`src/rtl/pixel_coord_gen.sv`:
```
// Raster coordinate generator: walks (x,y) over one SCREEN_WIDTH x SCREEN_HEIGHT frame
// per start request, presenting one coordinate per accepted valid/ready handshake.
`ifndef SCREEN_WIDTH
`define SCREEN_WIDTH 4
`endif
`ifndef SCREEN_HEIGHT
`define SCREEN_HEIGHT 3
`endif

module pixel_coord_gen #(
  parameter int unsigned SCREEN_WIDTH  = `SCREEN_WIDTH,
  parameter int unsigned SCREEN_HEIGHT = `SCREEN_HEIGHT
) (
  input  logic        clk,
  input  logic        rst,
  input  logic        start,
  input  logic        coords_ready,
  output logic [31:0] screen_x,
  output logic [31:0] screen_y,
  output logic        coords_valid,
  output logic        sof,
  output logic        eol,
  output logic        busy,
  output logic        done,
  output logic [15:0] frame_count
);

  localparam int unsigned XW = $clog2(SCREEN_WIDTH);
  localparam int unsigned YW = $clog2(SCREEN_HEIGHT);
  localparam logic [XW-1:0] X_LAST = XW'(SCREEN_WIDTH - 1);
  localparam logic [YW-1:0] Y_LAST = YW'(SCREEN_HEIGHT - 1);

  typedef enum logic [1:0] {IDLE, SCAN, DONE} state_t;

  state_t        state;
  logic [XW-1:0] x_q;
  logic [YW-1:0] y_q;

  // Coordinates come straight from the counter registers, zero-extended.
  assign screen_x = 32'(x_q);
  assign screen_y = 32'(y_q);

  always_ff @(posedge clk) begin
    if (rst) begin
      state        <= IDLE;
      x_q          <= '0;
      y_q          <= '0;
      coords_valid <= 1'b0;
      sof          <= 1'b0;
      eol          <= 1'b0;
      busy         <= 1'b0;
      done         <= 1'b0;
      frame_count  <= 16'd0;
    end else begin
      case (state)
        IDLE: begin
          done <= 1'b0;
          if (start) begin
            state        <= SCAN;
            x_q          <= '0;
            y_q          <= '0;
            coords_valid <= 1'b1;
            busy         <= 1'b1;
            sof          <= 1'b1;
            eol          <= 1'b0;
          end
        end
        SCAN: begin
          // Everything holds while the consumer stalls.
          if (coords_ready) begin
            sof <= 1'b0;
            if (x_q == X_LAST) begin
              x_q <= '0;
              eol <= 1'b0;
              if (y_q == Y_LAST) begin
                state        <= DONE;
                y_q          <= '0;
                coords_valid <= 1'b0;
                busy         <= 1'b0;
                done         <= 1'b1;
                frame_count  <= frame_count + 16'd1;
              end else begin
                y_q <= y_q + YW'(1);
              end
            end else begin
              x_q <= x_q + XW'(1);
              eol <= ((x_q + XW'(1)) == X_LAST);
            end
          end
        end
        DONE: begin
          done  <= 1'b0;
          state <= IDLE;
        end
        default: state <= IDLE;
      endcase
    end
  end

endmodule
```
`config.mk`:
```
export PLATFORM = sky130hd
export DESIGN_NAME = pixel_coord_gen
export DESIGN_NICKNAME = d
export VERILOG_FILES = /design/src/rtl/pixel_coord_gen.sv
export SDC_FILE = /design/constraint.sdc
export NUM_CORES = 1
export LEC_CHECK = 0
export BUFFER_PORTS_ARGS = -buffer_cell sky130_fd_sc_hd__buf_2
export CAP_MARGIN = 10
export CORE_MARGIN = 1.5
export CORE_UTILIZATION = 40
export CTS_CLUSTER_DIAMETER = 100
export DETAILED_ROUTE_END_ITERATION = 8
export PLACE_DENSITY = 0.79
export SYNTH_ARGS = -nofsm -noshare
export SYNTH_HDL_FRONTEND = slang
export SYNTH_SLANG_ARGS = --single-unit
```
`constraint.sdc`:
```
create_clock -name clk -period 1.85 [get_ports clk]
set_input_delay 0.0925 -clock clk [delete_from_list [all_inputs] [get_ports clk]]
set_output_delay 0.0925 -clock clk [all_outputs]
set_load 0.05 [all_outputs]
```
After elaboration in Yosys (flattened, before gate mapping):

Index checks and enable logic that the tools add are counted.

* muxes and demuxes: 28
* $lt $le $gt $ge: 0
* divide/modulo/power cells: 0
* bitwise logic cells: 0
* reduce and logical (&&, ||, !) cells: 10
* eq/ne operators: 9
* add/subtract/negate cells: 3
* shifts and indexed selects: 0
* $mul: 0

Operators by type and width (count)
* $mux W2: 10
* $add A16 B1 Y16 const B: 1
* $reduce_and A4 Y1: 4
* $pmux W2 S2: 3
* $mux W1: 11
* $eq A2 B2 Y1 const B: 4
* $ne A2 B2 Y1 const B: 4
* $pmux W1 S2: 4
* $reduce_and A5 Y1: 1
* $add A2 B1 Y2 const B: 2
* $reduce_bool A2 Y1: 2
* $reduce_and A3 Y1: 1
* $eq A2 B1 Y1 const B: 1
* $logic_not A2 Y1: 1
* $reduce_or A2 Y1: 1

* register bits: 26
* bits in writable memories: 0
* latch bits: 0
* input port bits: 4
* memories kept: 0
* ROM bits: 0

Longest topological paths before layout:

* depth in word-level cells: 5
* gate-level depth with buffers: 6
* gate-level depth less buffers: 5

Worst setup path after synthesis:

Ideal clock, no wire load.

* path kind: register -> register
* start point: register x_q[0]
* end point: register frame_count[15]
* cell stages (with the launch flop): 7
* required time: 1780 ps
* arrival: 2152 ps
* setup slack: -372 ps
* path buffers: 1
* cells stage by stage: dfxtp_1 -> ha_1 -> nand4b_1 -> or4_1 -> buf_2 -> or3_1 -> a21oi_1

* longest elaborated chain between the ends: 2

Ends and longest elaborated chain
* start, declared: RTL line 36 `logic [XW-1:0] x_q;`
* start signal, assigned: RTL line 86 `x_q <= x_q + XW'(1);`
* $eq A2 B2 Y1: RTL line 72 `if (x_q == X_LAST) begin`
* $reduce_and A4 Y1 (no line)
* end signal, assigned: RTL line 81 `frame_count <= frame_count + 16'd1;`
* end, declared: RTL line 25 `output logic [15:0] frame_count`

No other way between the ends.
A chain may end at the register's enable or synchronous reset.

Worst setup path in the final report:

* start point: register x_q[1]
* end point: register frame_count[10]

The elaborated chain is that of the path after synthesis.

==> summary.txt <==
DR vias/cell = 4.40
Sw frac = 41.9%
Worst Hold Class = in -> reg
Placed instance area = 0.00171 mm²
Setup TNS = 0 ns
Part of the power in combinational logic = 28.7%
TritonCTS clock tree = yes
Crit Path Class = reg -> reg
Num CTS Buffers = 3
Global-route usage over all layers = 12.8%
Overall Power = 0.00128 W
First-pass GRT wire length = 4.39 mm
Final slew viol count = 0
Vias = 1264
Layout area overhead = 5.16%
IO Count = 89
Cell count after synthesis = 207
Total Nets Final = 245
Final min period = 1.73 ns
Clock Skew = 0.00989 ns
Status = complete, no violations
N_diodes = 0
Leading area contributor after synthesis = dfxtp_1
HPWL Detailed = 2.22 mm
Largest net degree at the start of global routing = 29
Crit path arrival time = 1.94 ns
Synthesized area = 0.00167 mm²
Worst setup EP type = flop
Clk pin slew, worst setup/hold paths = 0.10 ns
Clock Path Buffers = 2
Sequential share of the synthesized area = 31.1%
Power Internal = 0.000742 W
Grt ovf = 0
Setup Buffers After CTS = 0
Initial antenna violation count = 0
Setup crit start kind = flop
Pre-antenna DRT Iters = 4
CTS Root Cell = clkbuf_8
Hold slack final = 0.138 ns
Gpl congestion = 0.838
Initial detailed-routing violation count = 22
Reg power frac = 44.6%
Max Freq = 0.579 GHz
Hold Fails Final Rpt = 0
Setup violations, final = 0
# DRC = 0
NetSw = 0.000534 W
Period Utilization, post-route = 93.3%
Core area = 0.00400 mm²
Wire per inst = 10.3 µm
Synth area leaders = dfxtp_1 31%, buf_4 27%, a21oi_1 4.5%, nor2_1 3.8%, xnor2_1 3.1%
Die area = 0.00458 mm²
Synth cell types = 31
Leakage = 0.803 nW
Row cnt = 23
Synthesis warning total = 0
Max Fanout on Critical Path = 6
Die X = 67.6 µm
Worst endpoint required time = 2.06 ns
Share of the synthesized area in the top cell type = 31.1%
Layout cell share with drive strength beyond 1 = 24.1%
#FFs+latches synth = 26
PD cells = 726 mW/mm²
H-tree depth = 1
Initial core utilization = 41.8%
Maxcap violations = 0
Fin area = 0.00176 mm²
Final wirelength = 2.96 mm
Max IR drop VDD = 0.378 mV
Port Buf Inserts = 28
Vias in the first global route = 982
Syn avg cell area = 8.08 µm²
Clock Power Share = 26.6%
Clk sink count = 26
Worst-Skew Late Latency = 0.28 ns
RSZ-0062 raised after global routing = no
ANT nets after route = 0
Die Ht = 67.6 µm
[registers in the layout, indices dropped and copies added (netlist names)]
name,cells
busy,1
y_q,2
eol,1
frame_count,16
state,2
x_q,2
done,1
sof,1
[synthesized netlist by cell type, drive strengths merged]
| library cell | n |
|---|---|
| ha | 3 |
| buf | 64 |
| nand4b | 4 |
| clkbuf | 5 |
| mux2i | 4 |
| xnor2 | 6 |
| and4 | 1 |
| conb | 1 |
| nand2 | 8 |
| a21oi | 15 |
| nor2b | 2 |
| or3 | 6 |
| nand2b | 6 |
| nor2 | 17 |
| a31o | 1 |
| nor4 | 2 |
| nand3b | 1 |
| nand3 | 7 |
| mux2 | 1 |
| o21bai | 1 |
| dfxtp | 26 |
| nand4 | 1 |
| a21o | 1 |
| o21ai | 9 |
| or4 | 2 |
| nor3 | 6 |
| a211oi | 1 |
| inv | 5 |
| nor3b | 1 |
[placed cells by master (no fill, tap or decap), drive strengths merged]
cell	n
nand2b	6
nand2	8
clkinv	1
nor3b	1
a31o	1
conb	60
clkbuf	3
mux2i	4
nor2b	2
o21ai	9
nor2	17
mux2	1
or3	6
a21oi	15
a21o	1
ha	3
nand4	1
xnor2	6
nor4	2
and4	1
or4	2
nand3b	1
dfxtp	26
buf	36
a211oi	1
nor3	6
nand4b	4
o21bai	1
inv	5
nand3	7
[worst max-delay path, stage by stage, from the launching register on]
cell and delay (ns):
dfxtp_4 0.38, ha_4 0.14, nand4b_1 0.14, or4_4 0.53, or3_1 0.32, a21oi_1 0.16
[power groups by stage]
stage          Clock (W)  Sequential (W)  Combinational (W)
2_1_floorplan          0        0.000606           0.000419
3_3_place_gp           0        0.000582           0.000364
3_5_place_dp           0        0.000583           0.000365
4_1_cts         0.000350        0.000570           0.000366
5_1_grt         0.000375        0.000572           0.000386
6_report        0.000340        0.000570           0.000367
[per-layer routing]
metal | share of wire [%] | global-route usage [%] | vias up
li1 | - | - | 632
met1 | 43 | 14.8 | 577
met2 | 48 | 21.6 | 50
met3 | 6.3 | 2.50 | 5
met4 | 2.3 | 7.91 | 0
met5 | 0 | 0 | -
[through the flow]
stage                     std cells  utilization [%]  setup slack, ns
after floorplan                 266                -           0.0299
after global placement          283             42.7            0.153
after detailed placement        283             42.7            0.108
after CTS                       287             43.9           0.0965
after global routing            287             43.9           0.0556
final                           287             43.9            0.123
[final timing paths]
path / start / cells after the start / slack, ns / to
max: x_q[1] / 5 / 0.12 / frame_count[10]
min reg2reg: eol / 2 / 0.47 / eol
max reg2reg: x_q[1] / 5 / 0.12 / frame_count[10]
min: coords_ready / 3 / 0.14 / eol
[kinds of logic (layout without fill, tap and decap cells)]
kind of cell	Yosys count	in the layout	synth area share, %
other	1	60	0.224
multiplexers	5	5	3.07
buffers and inverters	74	45	30.5
XOR/XNOR	6	6	3.14
adder cells (fa/ha/maj)	3	3	2.25
AND/OR/NAND/NOR	64	64	20.7
AO/OA/AOI/OAI	28	28	9.06
flip-flops	26	26	31.1
[cell type report]
class | count | area (µm²)
fillers | 422 | 2240
multi-input cells | 166 | 880
flip-flops and latches | 26 | 552
repair buffers | 36 | 200
well taps | 50 | 62.6
clock buffers | 3 | 41.3
inverters | 5 | 18.8
clock inverters | 1 | 3.75
[repair_timing]
item | in CTS | in global routing
hold buffers | 0 | 0
gates resized for setup | 0 | 1
setup endpoints to repair | 0 | 1
endpoints found under the hold margin | 0 | 0
(Power assumes the default switching activity.)
